$ cat src/rtl/vote_if.sv
// vote_if: bundles ballot controls, candidate buttons, vote totals and status flags.
// Parameter:
//   COUNT_W   width of each vote total
// Signals (master drives, slave receives):
//   ballot_enable, mode, clear_counts, button_c1..button_c4   control and buttons
// Signals (slave drives, master receives):
//   vote_count_c1..vote_count_c4   registered vote totals
//   ballot_ready, vote_accepted, vote_index, invalid_press   ballot status
// Modports:
//   master   testbench or controller side
//   slave    vote logger side
interface vote_if #(parameter int COUNT_W = 8);
    logic               ballot_enable;
    logic               mode;
    logic               clear_counts;
    logic               button_c1;
    logic               button_c2;
    logic               button_c3;
    logic               button_c4;
    logic [COUNT_W-1:0] vote_count_c1;
    logic [COUNT_W-1:0] vote_count_c2;
    logic [COUNT_W-1:0] vote_count_c3;
    logic [COUNT_W-1:0] vote_count_c4;
    logic               ballot_ready;
    logic               vote_accepted;
    logic [2:0]         vote_index;
    logic               invalid_press;
    modport master (
        output ballot_enable, mode, clear_counts, button_c1, button_c2, button_c3, button_c4,
        input  vote_count_c1, vote_count_c2, vote_count_c3, vote_count_c4,
        input  ballot_ready, vote_accepted, vote_index, invalid_press
    );
    modport slave (
        input  ballot_enable, mode, clear_counts, button_c1, button_c2, button_c3, button_c4,
        output vote_count_c1, vote_count_c2, vote_count_c3, vote_count_c4,
        output ballot_ready, vote_accepted, vote_index, invalid_press
    );
endinterface

$ cat src/rtl/vote_logger.sv
// vote_logger: arms one ballot at a time, debounces a single candidate press and keeps four saturating vote totals.
// Parameters:
//   DEBOUNCE_CYCLES   consecutive sampled-high cycles needed before a vote commits (>= 1)
//   COUNT_W           width of each vote total
// Ports:
//   clock_i     system clock, rising edge
//   reset_n_i   asynchronous active-low reset
//   bus         vote_if slave: controls and buttons in, totals and status out
module vote_logger #(
    parameter int DEBOUNCE_CYCLES = 4,
    parameter int COUNT_W         = 8
) (
    input logic   clock_i,
    input logic   reset_n_i,
    vote_if.slave bus
);
    localparam logic [2:0] IDLE         = 3'd0;
    localparam logic [2:0] ARMED        = 3'd1;
    localparam logic [2:0] DEBOUNCE     = 3'd2;
    localparam logic [2:0] COMMIT       = 3'd3;
    localparam logic [2:0] WAIT_RELEASE = 3'd4;
    localparam int DW = $clog2(DEBOUNCE_CYCLES + 1);
    localparam logic [DW-1:0] DEB_N = DW'(DEBOUNCE_CYCLES);

    logic [2:0]         state_q, state_d;
    logic               ret_armed_q, ret_armed_d;
    logic [1:0]         idx_q, idx_d;
    logic [DW-1:0]      dcnt_q, dcnt_d;
    logic [COUNT_W-1:0] count_q [4];
    logic [COUNT_W-1:0] count_d [4];
    logic [2:0]         vote_index_q, vote_index_d;
    logic               ready_q, ready_d;
    logic               accepted_q;
    logic               invalid_q, invalid_d;
    logic               clr;
    logic [3:0]         btn;
    logic               multi;
    logic               hit;
    logic               others;

    assign btn    = {bus.button_c4, bus.button_c3, bus.button_c2, bus.button_c1};
    assign multi  = (btn & (btn - 4'd1)) != 4'd0;
    assign hit    = btn[idx_q];
    assign others = (btn & ~(4'd1 << idx_q)) != 4'd0;
    // clear is honoured in IDLE even in result mode
    assign clr    = (state_q == IDLE) && bus.clear_counts;

    always_comb begin
        state_d     = state_q;
        ret_armed_d = ret_armed_q;
        idx_d       = idx_q;
        dcnt_d      = dcnt_q;
        invalid_d   = 1'b0;
        if (state_q == COMMIT) begin
            // a commit in progress always completes; result mode only skips the release wait
            ret_armed_d = 1'b0;
            state_d     = bus.mode ? IDLE : WAIT_RELEASE;
        end else if (bus.mode) begin
            state_d = IDLE;
        end else begin
            case (state_q)
                IDLE: state_d = (!bus.clear_counts && bus.ballot_enable) ? ARMED : IDLE;
                ARMED: begin
                    if (multi) begin
                        invalid_d   = 1'b1;
                        ret_armed_d = 1'b1;
                        state_d     = WAIT_RELEASE;
                    end else if (btn != 4'd0) begin
                        idx_d   = btn[0] ? 2'd0 : btn[1] ? 2'd1 : btn[2] ? 2'd2 : 2'd3;
                        dcnt_d  = DW'(1);
                        state_d = (DEBOUNCE_CYCLES == 1) ? COMMIT : DEBOUNCE;
                    end
                end
                DEBOUNCE: begin
                    if (others) begin
                        invalid_d   = 1'b1;
                        ret_armed_d = 1'b1;
                        state_d     = WAIT_RELEASE;
                    end else if (!hit) begin
                        state_d = ARMED;
                    end else begin
                        dcnt_d  = dcnt_q + DW'(1);
                        state_d = (dcnt_d == DEB_N) ? COMMIT : DEBOUNCE;
                    end
                end
                WAIT_RELEASE: state_d = (btn == 4'd0) ? (ret_armed_q ? ARMED : IDLE) : WAIT_RELEASE;
                default: state_d = IDLE;
            endcase
        end
    end

    always_comb begin
        for (int i = 0; i < 4; i++) begin
            count_d[i] = clr ? '0 : count_q[i];
        end
        // the increment lands at the closing edge of COMMIT and saturates
        if (state_q == COMMIT && count_q[idx_q] != {COUNT_W{1'b1}}) begin
            count_d[idx_q] = count_q[idx_q] + COUNT_W'(1);
        end
        vote_index_d = clr ? 3'd0 : (state_d == COMMIT) ? {1'b0, idx_d} + 3'd1 : vote_index_q;
        ready_d      = (state_d == ARMED) || (state_d == DEBOUNCE) ||
                       (state_d == WAIT_RELEASE && ret_armed_d);
    end

    always_ff @(posedge clock_i or negedge reset_n_i) begin
        if (!reset_n_i) begin
            state_q      <= IDLE;
            ret_armed_q  <= 1'b0;
            idx_q        <= 2'd0;
            dcnt_q       <= '0;
            vote_index_q <= 3'd0;
            ready_q      <= 1'b0;
            accepted_q   <= 1'b0;
            invalid_q    <= 1'b0;
            for (int i = 0; i < 4; i++) begin
                count_q[i] <= '0;
            end
        end else begin
            state_q      <= state_d;
            ret_armed_q  <= ret_armed_d;
            idx_q        <= idx_d;
            dcnt_q       <= dcnt_d;
            vote_index_q <= vote_index_d;
            ready_q      <= ready_d;
            accepted_q   <= (state_d == COMMIT);
            invalid_q    <= invalid_d;
            for (int i = 0; i < 4; i++) begin
                count_q[i] <= count_d[i];
            end
        end
    end

    assign bus.vote_count_c1 = count_q[0];
    assign bus.vote_count_c2 = count_q[1];
    assign bus.vote_count_c3 = count_q[2];
    assign bus.vote_count_c4 = count_q[3];
    assign bus.ballot_ready  = ready_q;
    assign bus.vote_accepted = accepted_q;
    assign bus.vote_index    = vote_index_q;
    assign bus.invalid_press = invalid_q;
endmodule

$ cat src/flat_wrapper.sv
// flat-port wrapper written by rule: the top's interface ports become plain ports
module vote_logger_flat 
#(
    parameter int DEBOUNCE_CYCLES = 4,
    parameter int COUNT_W         = 8
)
  (clock_i, reset_n_i, bus_ballot_enable, bus_mode, bus_clear_counts, bus_button_c1, bus_button_c2, bus_button_c3, bus_button_c4, bus_vote_count_c1, bus_vote_count_c2, bus_vote_count_c3, bus_vote_count_c4, bus_ballot_ready, bus_vote_accepted, bus_vote_index, bus_invalid_press);
  vote_if #(.COUNT_W(COUNT_W)) bus_i ();
  input logic clock_i;
  input logic reset_n_i;
  input wire logic [$bits(bus_i.ballot_enable)-1:0] bus_ballot_enable;
  input wire logic [$bits(bus_i.mode)-1:0] bus_mode;
  input wire logic [$bits(bus_i.clear_counts)-1:0] bus_clear_counts;
  input wire logic [$bits(bus_i.button_c1)-1:0] bus_button_c1;
  input wire logic [$bits(bus_i.button_c2)-1:0] bus_button_c2;
  input wire logic [$bits(bus_i.button_c3)-1:0] bus_button_c3;
  input wire logic [$bits(bus_i.button_c4)-1:0] bus_button_c4;
  output wire logic [$bits(bus_i.vote_count_c1)-1:0] bus_vote_count_c1;
  output wire logic [$bits(bus_i.vote_count_c2)-1:0] bus_vote_count_c2;
  output wire logic [$bits(bus_i.vote_count_c3)-1:0] bus_vote_count_c3;
  output wire logic [$bits(bus_i.vote_count_c4)-1:0] bus_vote_count_c4;
  output wire logic [$bits(bus_i.ballot_ready)-1:0] bus_ballot_ready;
  output wire logic [$bits(bus_i.vote_accepted)-1:0] bus_vote_accepted;
  output wire logic [$bits(bus_i.vote_index)-1:0] bus_vote_index;
  output wire logic [$bits(bus_i.invalid_press)-1:0] bus_invalid_press;
  assign bus_i.ballot_enable = bus_ballot_enable;
  assign bus_i.mode = bus_mode;
  assign bus_i.clear_counts = bus_clear_counts;
  assign bus_i.button_c1 = bus_button_c1;
  assign bus_i.button_c2 = bus_button_c2;
  assign bus_i.button_c3 = bus_button_c3;
  assign bus_i.button_c4 = bus_button_c4;
  assign bus_vote_count_c1 = bus_i.vote_count_c1;
  assign bus_vote_count_c2 = bus_i.vote_count_c2;
  assign bus_vote_count_c3 = bus_i.vote_count_c3;
  assign bus_vote_count_c4 = bus_i.vote_count_c4;
  assign bus_ballot_ready = bus_i.ballot_ready;
  assign bus_vote_accepted = bus_i.vote_accepted;
  assign bus_vote_index = bus_i.vote_index;
  assign bus_invalid_press = bus_i.invalid_press;
  vote_logger #(.DEBOUNCE_CYCLES(DEBOUNCE_CYCLES), .COUNT_W(COUNT_W)) u_core (.clock_i(clock_i), .reset_n_i(reset_n_i), .bus(bus_i));
endmodule
$ cat config.mk
export PLATFORM = sky130hd
export DESIGN_NAME = vote_logger_flat
export DESIGN_NICKNAME = d
export VERILOG_FILES = /design/src/rtl/vote_if.sv /design/src/rtl/vote_logger.sv /design/src/flat_wrapper.sv
export SDC_FILE = /design/constraint.sdc
export NUM_CORES = 1
export LEC_CHECK = 0
export BUFFER_PORTS_ARGS = -buffer_cell sky130_fd_sc_hd__clkbuf_2
export CAP_MARGIN = 20
export CORE_MARGIN = 10
export CORE_UTILIZATION = 56
export CTS_CLUSTER_DIAMETER = 60
export DETAILED_ROUTE_END_ITERATION = 10
export GPL_TIMING_DRIVEN = 0
export MAX_ROUTING_LAYER = met4
export PLACE_DENSITY = 0.8
export SYNTH_ARGS = -nofsm -noshare
export SYNTH_HDL_FRONTEND = slang
export SYNTH_SLANG_ARGS = --single-unit
$ cat constraint.sdc
create_clock -name clock_i -period 3.2 [get_ports clock_i]
set_clock_uncertainty 0.2 [all_clocks]
set_input_delay 0.16 -clock clock_i [delete_from_list [all_inputs] [get_ports clock_i]]
set_output_delay 0.16 -clock clock_i [all_outputs]
set_load 0.01 [all_outputs]
Word-level counts from Yosys, hierarchy flattened
Cells that the tools add are included.
W data, S select, Z words.
{"block": "classes", "n_bitwise": 6, "n_lt_le_gt_ge": 3, "reduce_logical": 16, "n_shift": 1, "mux": 50, "addsub": 4, "eq_ne": 14}
{"operator": "$mux W8", "count": 7}
{"operator": "$mux W3", "count": 14}
{"operator": "$bwmux W32", "count": 1}
{"operator": "$mux W32", "count": 1}
{"operator": "$bmux W8 S2", "count": 1}
{"operator": "$demux W8 S2", "count": 1}
{"operator": "$mux W2", "count": 7}
{"operator": "$mux W1", "count": 13}
{"operator": "$eq A3 B2 Y1 const B", "count": 4}
{"operator": "$pmux W3 S4", "count": 1}
{"operator": "$reduce_bool A4 Y1", "count": 3}
{"operator": "$eq A3 B3 Y1 const B", "count": 3}
{"operator": "$add A8 B1 Y8 const B", "count": 1}
{"operator": "$and A4 B4 Y4", "count": 2}
{"operator": "$ne A8 B8 Y1 const B", "count": 1}
{"operator": "$reduce_and A7 Y1", "count": 1}
{"operator": "$eq A3 B1 Y1 const B", "count": 2}
{"operator": "$pmux W3 S2", "count": 1}
{"operator": "$logic_and A1 B1 Y1", "count": 5}
{"operator": "$logic_not A4 Y1", "count": 1}
{"operator": "$ne A2 B1 Y1 const B", "count": 2}
{"operator": "$ne A2 B2 Y1 const B", "count": 2}
{"operator": "$not A4 Y4", "count": 1}
{"operator": "$pmux W1 S2", "count": 2}
{"operator": "other kinds (14)", "count": 17}
{"block": "word_totals", "output_inout_bits": 38, "regBits": 47, "wordCells": 106}

Logic depth before layout (Yosys ltp)
{"block": "depth", "ltp_word": 11, "mapped_depth": 11}

Worst setup path after synthesis
No wires, ideal clock.
{"block": "synth_path", "path_kind": "register to register", "startpoint": "reg u_core.idx_q[0]", "endpoint": "reg u_core.count_q (netlist bit u_core.bus.vote_count_c1[1])", "setup_time_ps": 152, "path_slack_ps": 330, "path_stages_with_launch": 10, "path_buffers": 3, "arrival_time_ps": 2518, "synth_period_minus_slack_ps": 2870, "path_cell_list": "dfrtp_1 -> buf_6 -> buf_2 -> mux4_2 -> ha_1 -> and2_0 -> and4_4 -> buf_6 -> nor4_4 -> o21ai_0"}
{"element": "from (decl)", "line": "vote_logger.sv:27", "rtl": "logic [1:0] idx_q, idx_d;"}
{"element": "from (signal assigned)", "line": "vote_logger.sv:121", "rtl": "idx_q <= idx_d;"}
{"element": "to (signal, indexed assignment)", "line": "vote_logger.sv:128", "rtl": "count_q[i] <= count_d[i];"}
{"element": "to (decl)", "line": "vote_logger.sv:29", "rtl": "logic [COUNT_W-1:0] count_q [4];"}

==> metrics.yaml <==
synth-seq-cells: 47
drv_slew: 0
antenna_found_initial: 0
numCtsBuffers: 5
power_frac_comb_pct: 11.1
synth_area_leaders: "dfrtp_1 (45%), mux2i_1 (12%), nand2_1 (6.5%)"
holdCritPathClass: "in2async"
end_kind: "flop"
place_hpwl_um: 4450
p_per_area_nw_per_um2: 370
grt_pass1_vias: 2071
yosysMostFrequentCell: "dfrtp_1"
dr.first_iter.drc_count: 107
synth_cells: 237
regToRegStartpoint: "u_core.idx_q[0]"
h-tree-depth: 2
p_clk_share_pct: 34.6
cts_root_buffer: "clkbuf_8"
cts.sinks: 47
die_area_sq_um: 7780
top_layer: "met4"
slew_headroom_pct: 51.4
io_buffers: 46
reg2reg_slack_ns: 0.13
cts_tree: "yes"
ys_top_cells_by_count: "dfrtp_1 (47), nand2_1 (45), mux2i_1 (32)"
drc: 0
utilization_pct: 69.5
finalCritPeriodShare_pct: 96.0
yosysUniqueCellTypes: 52
ff2ff_path_depth: 9
synth-simple-area-share_pct: 16.8
totalWireLength_um: 6190
io_pins: 47
tightest_slew_ns: 0.722
clk_pin_slew_worst_paths_ns: 0.09
rsz0062_at_grt: "false"
track_usage_pct: 17.5
leakage_uw: 0.00137
p_int_uw: 852
setup_viol: 0
synth_mux_area_share_pct: 21.1
grt_pass1_wl_um: 10300
wl_met3_um: 378
yosys_warnings: 0
rows: 24
grt_max_degree: 32
area_growth_pct: 18.4
total_power_uw: 1140
cp.arrival_ns: 3.09
vias: 2048
first_pass_iters: 4
switchingPower_uw: 291
gp_congestion: 0.928
start_kind: "flop"
diodes: 0
crit_type: "reg2reg"
cp_data_required_time_ns: 3.22
finalHoldViolations: 0
ys_seq_area_share_pct: 45.1
synth_edf_count: 0
ir_drop_mv: 0.221
p_sw_share_pct: 25.4
synthAdderAreaFrac_pct: 2.30
core_area_sq_um: 4440
num-nets-final: 309
drive_gt1_share_pct: 27.3
wl_met1_um: 2850
die_h_um: 88.2
pwr-share-seq_pct: 54.3
synth_compound_gate_area_share_pct: 8.45
async_flop_share_pct: 100
critPathMaxFanout: 10
min_period_ns: 3.07
max_freq_mhz: 326
preCtsSetupSlack_ns: -0.160
syn_area_sq_um: 2610
start_util_pct: 58.6
yosysTopAreaCellShare_pct: 45.1
synthFlopType: "dfrtp_1"
layout_setup_ws_ns: 0.129
r2r_end: "u_core.bus.vote_count_c3[2]"
clock_path_buffers: 2
avgSynthCellArea_sq_um: 11.0
cap_violations: 0
wl_met2_um: 2880
status: "finished clean"
ant_nets: 0
yosysTopAreaCell: "dfrtp_1"
die_w_um: 88.2
grt-ovfl-total: 0
clk_latency_ns: 0.30
setup-tns-final_ns: 0
viasPerCell: 5.87
wire_per_inst_um: 17.7
synth_xor_area_share_pct: 2.69
fillers: 328
synth_nets: 250
synth_top_family_by_area: "multiplexers"
power groups by stage:
stage / registers (uW) / clock network [uW] / logic [uW]
6_report: 621 / 395 / 127
5_1_grt: 623 / 426 / 142
4_1_cts: 621 / 406 / 127
3_5_place_dp: 633 / 0 / 125
3_3_place_gp: 632 / 0 / 121
2_1_floorplan: 633 / 0 / 75.8
cell usage in the layout, fill, tap and decap left out, types with 2 or more instances in the layout:
| cell | Yosys | layout |
|---|---|---|
| clkbuf_2 | 0 | 46 |
| dfrtp_1 | 47 | 46 |
| nand2_1 | 45 | 45 |
| mux2i_1 | 32 | 32 |
| nor2_1 | 9 | 9 |
| clkbuf_1 | 9 | 8 |
| o21ai_0 | 7 | 7 |
| clkbuf_8 | 0 | 7 |
| inv_1 | 6 | 6 |
| xor2_1 | 6 | 6 |
| nand3_1 | 5 | 5 |
| buf_4 | 0 | 5 |
| a21oi_1 | 5 | 5 |
| mux4_2 | 5 | 5 |
| nor4_1 | 4 | 4 |
| mux4_1 | 4 | 4 |
| ha_1 | 4 | 4 |
| nand3b_1 | 3 | 3 |
| buf_6 | 2 | 2 |
| o31ai_1 | 2 | 2 |
| o32ai_1 | 2 | 2 |
| buf_2 | 3 | 2 |
| nor3_1 | 2 | 2 |
| o31a_1 | 2 | 2 |
| xnor2_1 | 2 | 2 |
| nor2_4 | 1 | 2 |
| o21a_1 | 2 | 2 |
| dlygate4sd3_1 | 0 | 2 |
area by class of cell:
class                           instances  area [sq um]  area share, %
Timing Repair Buffer                   53           298           9.65
Clock inverter                          1          7.51          0.243
Sequential cell                        47          1180           38.1
Buffer                                 13          72.6           2.35
Clock buffer                            7          96.3           3.12
Inverter                                6          22.5          0.730
Multi-Input combinational cell        170          1350           43.7
Tap cell                               52          65.1           2.11
state kept, by name (all words and copies together), names as in the netlist, 2 cells and up:
signal                    count
u_core.bus.vote_count_c1      8
u_core.bus.vote_count_c2      8
u_core.bus.vote_count_c3      8
u_core.bus.vote_count_c4      8
u_core.bus.vote_index         3
u_core.dcnt_q                 3
u_core.state_q                3
u_core.idx_q                  2
through the flow:
stage	instance area [sq um]	hold WS (ns)	instances
after global placement	2900	0.189	335
after floorplan	2610	-0.336	237
after global routing	3090	0.162	349
after detailed placement	2920	-0.0716	336
after CTS	3070	0.131	347
final	3090	0.130	349
worst max-delay path: stages (launching register included):
cell     delay (ns)
dfrtp_1        0.36
buf_6          0.16
buf_4          0.21
mux4_2         0.57
ha_1           0.27
and2_0         0.17
and4_4         0.18
buf_6          0.13
nor3_4         0.44
mux2i_1        0.28
metal layers:
metal / global-route usage, % / vias up
li1: - / 973
met1: 22.6 / 1011
met2: 26.5 / 58
met3: 4.23 / 6
met4: 5.43 / 0
met5: - / -
what timing repair did:
item / CTS / global route
resized for setup: 3 / 3
setup endpoints to repair: 27 / 10
hold buffers: 2 / 0
pin swaps: 1 / 0
endpoints found under the hold margin: 49 / 0
gates cloned: 0 / 1
setup buffers: 2 / 1
worst max-delay path by stage:
| stage | startpoint | end | cells after the start |
|---|---|---|---|
| after detailed placement | u_core.idx_q[1] | u_core.bus.vote_count_c1[2] | 9 |
| after global routing | u_core.idx_q[0] | u_core.bus.vote_count_c2[7] | 10 |
| after global placement | u_core.idx_q[1] | u_core.bus.vote_count_c1[1] | 9 |
| final | u_core.idx_q[0] | u_core.bus.vote_count_c3[2] | 9 |
| after floorplan | u_core.idx_q[0] | u_core.bus.vote_count_c1[1] | 9 |
| after CTS | u_core.idx_q[0] | u_core.bus.vote_count_c2[4] | 10 |
cell families (layout without fill, tap and decap cells):
family | after synthesis | in the layout
and+or+nand+nor | 84 | 84
DFF | 47 | 47
muxes | 42 | 42
AOI/OAI and AO/OA | 31 | 31
buffers and inverters | 20 | 80
xor gates and xnor gates | 8 | 8
adders and majority gates | 5 | 5
Power figures use the tool's default switching activity.
